==> src/rtl/sw_ctrl_pkg.sv <==
// Shared constants for the switch interrupt controller: register offsets
// and a decoder that maps a byte offset onto a register select.
package sw_ctrl_pkg;

  localparam logic [7:0] OFF_VALUE = 8'h00;
  localparam logic [7:0] OFF_MASK  = 8'h04;
  localparam logic [7:0] OFF_PEND  = 8'h08;
  localparam logic [7:0] OFF_CTRL  = 8'h0C;

  typedef enum logic [2:0] {
    REG_VALUE,
    REG_MASK,
    REG_PEND,
    REG_CTRL,
    REG_NONE
  } reg_sel_e;

  // Anything that is not an exact register offset selects nothing.
  function automatic reg_sel_e decode_offset(input logic [7:0] off);
    case (off)
      OFF_VALUE: return REG_VALUE;
      OFF_MASK:  return REG_MASK;
      OFF_PEND:  return REG_PEND;
      OFF_CTRL:  return REG_CTRL;
      default:   return REG_NONE;
    endcase
  endfunction

endpackage

==> src/rtl/sw_debounce.sv <==
// One switch bit: 2-flop synchronizer, saturating-free debounce counter and
// the debounced stable flop. change is high in the cycle whose closing edge
// updates stable, so a consumer can act on that same edge.
module sw_debounce #(
  parameter int unsigned DB_CYCLES = 4
) (
  input  logic clk,
  input  logic rst,
  input  logic raw,
  output logic stable,
  output logic change
);

  localparam int unsigned CW = $clog2(DB_CYCLES + 1);
  // The counter never holds DB_CYCLES: the edge that would reach it instead
  // commits the new value and clears, so the counter cannot wrap.
  localparam logic [CW-1:0] LAST = CW'(DB_CYCLES - 1);

  logic          sync1_reg;
  logic          sync2_reg;
  logic          stable_reg;
  logic [CW-1:0] count_reg;
  logic          differ;
  logic          done;

  assign differ = (sync2_reg != stable_reg);
  assign done   = differ && (count_reg == LAST);

  // Bring the asynchronous level into the clock domain.
  always_ff @(posedge clk or posedge rst) begin
    if (rst) begin
      sync1_reg <= 1'b0;
      sync2_reg <= 1'b0;
    end else begin
      sync1_reg <= raw;
      sync2_reg <= sync1_reg;
    end
  end

  // Count consecutive mismatching cycles; commit after DB_CYCLES of them.
  always_ff @(posedge clk or posedge rst) begin
    if (rst) begin
      stable_reg <= 1'b0;
      count_reg  <= '0;
    end else if (done) begin
      stable_reg <= sync2_reg;
      count_reg  <= '0;
    end else if (differ) begin
      count_reg  <= count_reg + 1'b1;
    end else begin
      count_reg  <= '0;
    end
  end

  assign stable = stable_reg;
  assign change = done;

endmodule

==> src/rtl/sw_irq_sb_ctrl.sv <==
// Debounced switch bank with a small register interface: VALUE, MASK,
// PEND (write-one-to-clear, set wins) and CTRL global enable. irq_o is a
// pure function of registers so bus inputs never reach it combinationally.
module sw_irq_sb_ctrl
  import sw_ctrl_pkg::*;
#(
  parameter int unsigned N_SW      = 16,
  parameter int unsigned DB_CYCLES = 4
) (
  input  logic            clk_i,
  input  logic            rst_i,
  input  logic [31:0]     addr_i,
  input  logic            req_i,
  input  logic            WE_i,
  input  logic [31:0]     WD_i,
  output logic [31:0]     RD_o,
  input  logic [N_SW-1:0] sw_i,
  output logic            irq_o
);

  logic [N_SW-1:0] stable;
  logic [N_SW-1:0] change;
  logic [N_SW-1:0] mask_reg;
  logic [N_SW-1:0] pend_reg;
  logic [N_SW-1:0] pend_clr;
  logic [N_SW-1:0] pend_next;
  logic            ctrl_reg;
  logic [31:0]     rd_reg;
  logic [31:0]     rd_next;
  reg_sel_e        sel;
  logic            wr_en;
  logic            rd_en;
  logic            unused_bus;

  for (genvar gi = 0; gi < N_SW; gi++) begin : g_db
    sw_debounce #(
      .DB_CYCLES(DB_CYCLES)
    ) u_db (
      .clk    (clk_i),
      .rst    (rst_i),
      .raw    (sw_i[gi]),
      .stable (stable[gi]),
      .change (change[gi])
    );
  end

  assign sel        = decode_offset(addr_i[7:0]);
  assign wr_en      = req_i & WE_i;
  assign rd_en      = req_i & ~WE_i;
  assign unused_bus = ^{addr_i[31:8], WD_i};

  // Pending flags: clear by writing ones, a same-edge change re-sets the bit.
  always_comb begin
    pend_clr = '0;
    if (wr_en && (sel == REG_PEND)) begin
      pend_clr = WD_i[N_SW-1:0];
    end
    pend_next = (pend_reg & ~pend_clr) | change;
  end

  // Read mux; unimplemented bits and undecoded offsets return zero.
  always_comb begin
    rd_next = '0;
    case (sel)
      REG_VALUE: rd_next = 32'(stable);
      REG_MASK:  rd_next = 32'(mask_reg);
      REG_PEND:  rd_next = 32'(pend_reg);
      REG_CTRL:  rd_next = {31'b0, ctrl_reg};
      default:   rd_next = '0;
    endcase
  end

  // Software-visible registers.
  always_ff @(posedge clk_i or posedge rst_i) begin
    if (rst_i) begin
      mask_reg <= '0;
      pend_reg <= '0;
      ctrl_reg <= 1'b0;
    end else begin
      pend_reg <= pend_next;
      if (wr_en && (sel == REG_MASK)) mask_reg <= WD_i[N_SW-1:0];
      if (wr_en && (sel == REG_CTRL)) ctrl_reg <= WD_i[0];
    end
  end

  // Read data is captured on a read and held until the next one.
  always_ff @(posedge clk_i or posedge rst_i) begin
    if (rst_i) begin
      rd_reg <= '0;
    end else if (rd_en) begin
      rd_reg <= rd_next;
    end
  end

  assign RD_o  = rd_reg;
  assign irq_o = ctrl_reg & (|(pend_reg & mask_reg));

endmodule

==> config.mk <==
export PLATFORM = sky130hd
export DESIGN_NAME = sw_irq_sb_ctrl
export DESIGN_NICKNAME = d
export VERILOG_FILES = /design/src/rtl/sw_ctrl_pkg.sv /design/src/rtl/sw_debounce.sv /design/src/rtl/sw_irq_sb_ctrl.sv
export SDC_FILE = /design/constraint.sdc
export NUM_CORES = 1
export LEC_CHECK = 0
export ABC_AREA = 1
export CAP_MARGIN = 20
export CELL_PAD_IN_SITES_DETAIL_PLACEMENT = 1
export CELL_PAD_IN_SITES_GLOBAL_PLACEMENT = 2
export CORE_MARGIN = 2
export CORE_UTILIZATION = 32
export CTS_CLUSTER_DIAMETER = 50
export DETAILED_ROUTE_END_ITERATION = 10
export PLACE_DENSITY_LB_ADDON = 0.2
export SYNTH_ARGS = -nofsm -noshare
export SYNTH_HDL_FRONTEND = slang
export SYNTH_SLANG_ARGS = --single-unit
==> constraint.sdc <==
create_clock -name clk_i -period 6.2 [get_ports clk_i]
set_input_delay 1.24 -clock clk_i [delete_from_list [all_inputs] [get_ports clk_i]]
set_output_delay 1.24 -clock clk_i [all_outputs]
set_load 0.05 [all_outputs]
==> summary.txt, run 1 <==
Routed Antenna Nets: 0
postcts setup bufs: 0
min-delay src: g_db[14].u_db.sync1_reg$_DFF_PP0_
Worst setup endpoint: irq_o
register area share after synthesis: 0.588
gr usage total: 0.153
FF+latch count, synth: 145
routed wire length: 14.2 mm
drt initial violations: 139
fin cells: 959
clock root buffer: clkbuf_16
# clock sinks: 145
Max Fclk: 297 MHz
pin count of the biggest net entering global routing: 99
Final Cycle Share: 0.544
vias in the first global route: 4642
Post-Syn Area per Cell: 10.0 um^2
most area-hungry cell type in the Yosys netlist: dfrtp_1
layout cells sized above 1: 0.0773
Slew Viols, Final: 0
PD cells: 373 mW/mm^2
final hold vios: 0
Final #Nets: 802
status: complete, no violations
worst slew pin tran: 919 ps
CP Capture Type: primary output
WL/cell: 14.8 um
Core Rows: 50
hold depth: 0
Synth warnings: 0
hold crit path type: flop to flop
Setup WS post-layout: 2830 ps
count of cell types in the netlist: 26
Worst-Skew Late Latency: 420 ps
crit path max fanout: 3
TNS Setup: 0 ps
input/output buffers: 60
Final Setup Violations: 0
first-pass GRT wire length: 23.8 mm
Crit Reg-Reg Endpoint: g_db[3].u_db.stable$_DFFE_PP0P_
critical path type: flop to primary output
Commonest cells post-synth: nand2_1, dfrtp_1, inv_1, nand3_1, ha_1
Cells after Synth: 617
Worst R2R Setup Slack: 4930 ps
number of flip-flops under the largest register name: 48
Total Power: 2.84 mW
H-tree level count: 4
Slew HR: 0.387
Main synth FF type: dfrtp_1
Post-synth EDFFs: 0
Die Wd: 143 um
I/O pin count: 117
CTS tree: done
total die area: 0.0204 mm^2
gr ovfl total: 0
Synth Cell Area: 0.00617 mm^2
RSZ-0062 raised after global routing: false
HPWL Detailed: 9.41 mm
post-cts resize count: 0
top cells by area, synth: dfrtp_1, nand2_1, ha_1, inv_1, nand3_1
# hold bufs at CTS: 0
DRT Pass-1 Iters: 6
clk buf depth: 2
VDD IR-drop max: 0.188 mV
reg2reg start: g_db[3].u_db.count_reg[0]$_DFF_PP0_
CTS Buf Count: 17
detailed-route via count: 4213
post-synth top area share: 0.588
maxcap violations: 0
drt via density: 4.39
Residual DRC: 0
crit path time final: 3370 ps
CORE AREA: 0.0188 mm^2
startpoint types: flop
area delta synth->final: 23.4%
crit path from: pend_reg[1]$_DFF_PP0_
Die Ht: 143 um
P_leak: 3.67 nW
most frequent cell after synthesis: nand2_1
initial core utilization: 0.328
Post-Place Setup Slack: 2730 ps
worst reg2reg path depth: 3
antenna violations before repair: 0
crit path DAT: 2130 ps
Util after Layout: 0.404
Post-Place Cells: 927
Post-synth ARST share: 1.00
skew final: 8.89 ps
clk slew on worst S/H paths: 70 ps
n_diodes: 0
RD Place Congestion: 0.712
Required @ worst endpoint: 4960 ps
cell type report:
cell class / instances / area, um^2
fill: 2106 / 11200
sequential: 145 / 3630
multi-input combinational: 381 / 2120
timing repair buffer: 63 / 623
clock buffer: 19 / 433
tap: 260 / 325
inverter: 78 / 298
clock inverter: 13 / 186
layer usage:
metal,vias to the layer above,track usage,wire length [um]
met5,-,0,0
met4,0,0.0469,180
met3,13,0.0399,443
met2,56,0.261,7080
met1,2084,0.191,6480
li1,2060,-,-
worst min path at each step:
| stage | endpoint | slack, ps |
|---|---|---|
| finish | g_db[14].u_db.sync2_reg$_DFF_PP0_ | 350 |
| global route | g_db[13].u_db.sync2_reg$_DFF_PP0_ | 350 |
| CTS | g_db[14].u_db.sync2_reg$_DFF_PP0_ | 350 |
| detailed placement | g_db[13].u_db.sync2_reg$_DFF_PP0_ | 340 |
| global placement | g_db[9].u_db.sync2_reg$_DFF_PP0_ | 330 |
| floorplan | g_db[0].u_db.sync2_reg$_DFF_PP0_ | 330 |
layout by cell type, fill, tap and decap left out, types with 16 or more instances in the layout:
cell	netlist	final
clkbuf_16	0	17
clkdlybuf4s50_1	0	60
conb_1	1	16
dfrtp_1	145	145
ha_1	32	32
inv_1	76	75
nand2_1	155	155
nand3_1	48	48
nor2_1	23	23
nor3_1	22	22
o21ai_0	29	29
cell families (layout without fill, tap and decap cells):
logic type               Yosys count  count (layout)  share of synthesized area
adder cells (fa/ha/maj)           32              32                     0.0649
flip-flops                       145             145                      0.588
multiplexers                      11              11                     0.0201
XOR/XNOR                          16              16                     0.0227
buffers and inverters            106             173                     0.0779
AND/OR/NAND/NOR                  271             271                      0.197
other                              1              16                   0.000608
AO/OA/AOI/OAI                     35              35                     0.0284
through the flow:
step / hold slack [ps] / instance area (um^2)
2_1_floorplan: 331 / 6220
3_3_place_gp: 332 / 6990
3_5_place_dp: 336 / 6990
4_1_cts: 349 / 7610
5_1_grt: 355 / 7610
6_report: 346 / 7610
report_power, final:
| group | internal [mW] | switching (mW) |
|---|---|---|
| clock network | 0.675 | 0.403 |
| registers | 1.13 | 0.113 |
| logic | 0.227 | 0.289 |
| total | 2.03 | 0.804 |
worst max-delay path, cell delays in order, from the launching register on:
cell             delay [ps]
dfrtp_1                 370
nand2_1                 130
nand4_1                 120
nor2_1                   40
a21oi_1                 200
clkdlybuf4s50_1         840
Power figures use the tool's default switching activity.
==> run 2: changes to the inputs <==
==> constraint.sdc (replaced) <==
create_clock -name clk_i -period 3.25 [get_ports clk_i]
set_input_delay 0.65 -clock clk_i [delete_from_list [all_inputs] [get_ports clk_i]]
set_output_delay 0.65 -clock clk_i [all_outputs]
set_load 0.05 [all_outputs]
==> summary.txt, run 2 (same netlist as run 1, synthesis figures left out) <==
status: complete, no violations
hold crit path type: flop to flop
CTS Buf Count: 17
PD cells: 693 mW/mm^2
maxcap violations: 0
detailed-route via count: 4211
Die Ht: 143 um
CORE AREA: 0.0188 mm^2
drt via density: 4.38
n_diodes: 0
Total Power: 5.30 mW
clk slew on worst S/H paths: 60 ps
most frequent cells in the layout: nand2_1, dfrtp_1, inv_1
layout cells sized above 1: 0.0827
Final Cycle Share: 0.839
reg2reg start: g_db[13].u_db.count_reg[0]$_DFF_PP0_
P_leak: 3.68 nW
input/output buffers: 60
H-tree level count: 4
Crit Reg-Reg Endpoint: g_db[13].u_db.stable$_DFFE_PP0P_
# clock sinks: 145
Util after Layout: 0.406
post-route design area: 0.00764 mm^2
Fillers: 2124
RSZ-0062 raised after global routing: false
worst slew pin tran: 564 ps
routed wire length: 13.5 mm
vias in the first global route: 4553
antenna violations before repair: 0
clk buf depth: 2
DRT Pass-1 Iters: 4
# hold bufs at CTS: 0
clock root buffer: clkbuf_16
pin count of the biggest net entering global routing: 77
critical path type: flop to primary output
CTS tree: done
Residual DRC: 0
postcts setup bufs: 0
area delta synth->final: 23.9%
Core Rows: 50
skew final: 5.57 ps
RD Place Congestion: 0.728
gr usage total: 0.146
Worst R2R Setup Slack: 2000 ps
startpoint types: flop
WL/cell: 14.1 um
min-delay src: g_db[9].u_db.sync1_reg$_DFF_PP0_
final hold vios: 0
number of flip-flops under the largest register name: 48
first-pass GRT wire length: 22.8 mm
area of the multi-input gates: 0.00212 mm^2
CP Capture Type: primary output
crit path max fanout: 3
Required @ worst endpoint: 2600 ps
Slew Viols, Final: 0
dpl cell area: 0.00704 mm^2
Slew HR: 0.623
VDD IR-drop max: 0.336 mV
HPWL Detailed: 9.37 mm
I/O pin count: 117
TNS Setup: 0 ps
gr ovfl total: 0
worst reg2reg path depth: 3
hold depth: 0
Final Setup Violations: 0
post-cts resize count: 0
drt initial violations: 172
Max Fclk: 367 MHz
Final #Nets: 806
Register Area: 0.00363 mm^2
crit path DAT: 2080 ps
initial core utilization: 0.328
crit path time final: 2730 ps
total die area: 0.0204 mm^2
Routed Antenna Nets: 0
Worst-Skew Late Latency: 410 ps
Die Wd: 143 um
Hold Crit Endpoint: g_db[9].u_db.sync2_reg$_DFF_PP0_
commonest non-fill, non-tap cell in the layout: nand2_1
## run 2: power breakdown
group | switching (mW) | internal, mW | leakage (nW) | total, mW
Sequential | 0.207 | 2.16 | 1.72 | 2.36
Clock | 0.733 | 1.22 | 0.282 | 1.96
Combinational | 0.540 | 0.434 | 1.68 | 0.974
## run 2: layout make-up
class,count,area share
Multi-Input combinational cell,381,0.277
Timing Repair Buffer,67,0.0887
Clock inverter,8,0.0136
Tap cell,260,0.0426
Inverter,78,0.0388
Sequential cell,145,0.475
Clock buffer,22,0.0647
## run 2: how the worst max path moves through the flow
stage | from | endpoint | slack (ps) | cells after the start
6_report | mask_reg[3]$_DFFE_PP0P_ | irq_o | 520 | 5
3_5_place_dp | addr_i[5] | pend_reg[14]$_DFF_PP0_ | 860 | 7
4_1_cts | mask_reg[3]$_DFFE_PP0P_ | irq_o | 420 | 5
5_1_grt | mask_reg[3]$_DFFE_PP0P_ | irq_o | 360 | 5
2_1_floorplan | rst_i | RD_o[0]$_DFFE_PP0P_ | 780 | 1
3_3_place_gp | mask_reg[5]$_DFFE_PP0P_ | irq_o | 900 | 5
## run 2: per-stage QoR
stage	instances	hold slack, ps	setup WS (ps)
finish	961	349	524
floorplan	632	331	781
global placement	931	333	903
detailed placement	931	336	856
CTS	961	350	417
global route	961	356	365
## run 2: worst max-delay path, stage by stage, from the launching register on
cell	delay, ps
dfrtp_1	370
nand2_1	110
nand4_1	100
nor2_1	70
a21oi_1	180
clkdlybuf4s50_1	830
## run 2: layer usage
layer,GRT usage,share of wire
met5,0,0
met4,0.0375,0.0081
met2,0.251,0.50
met3,0.0402,0.036
met1,0.183,0.45
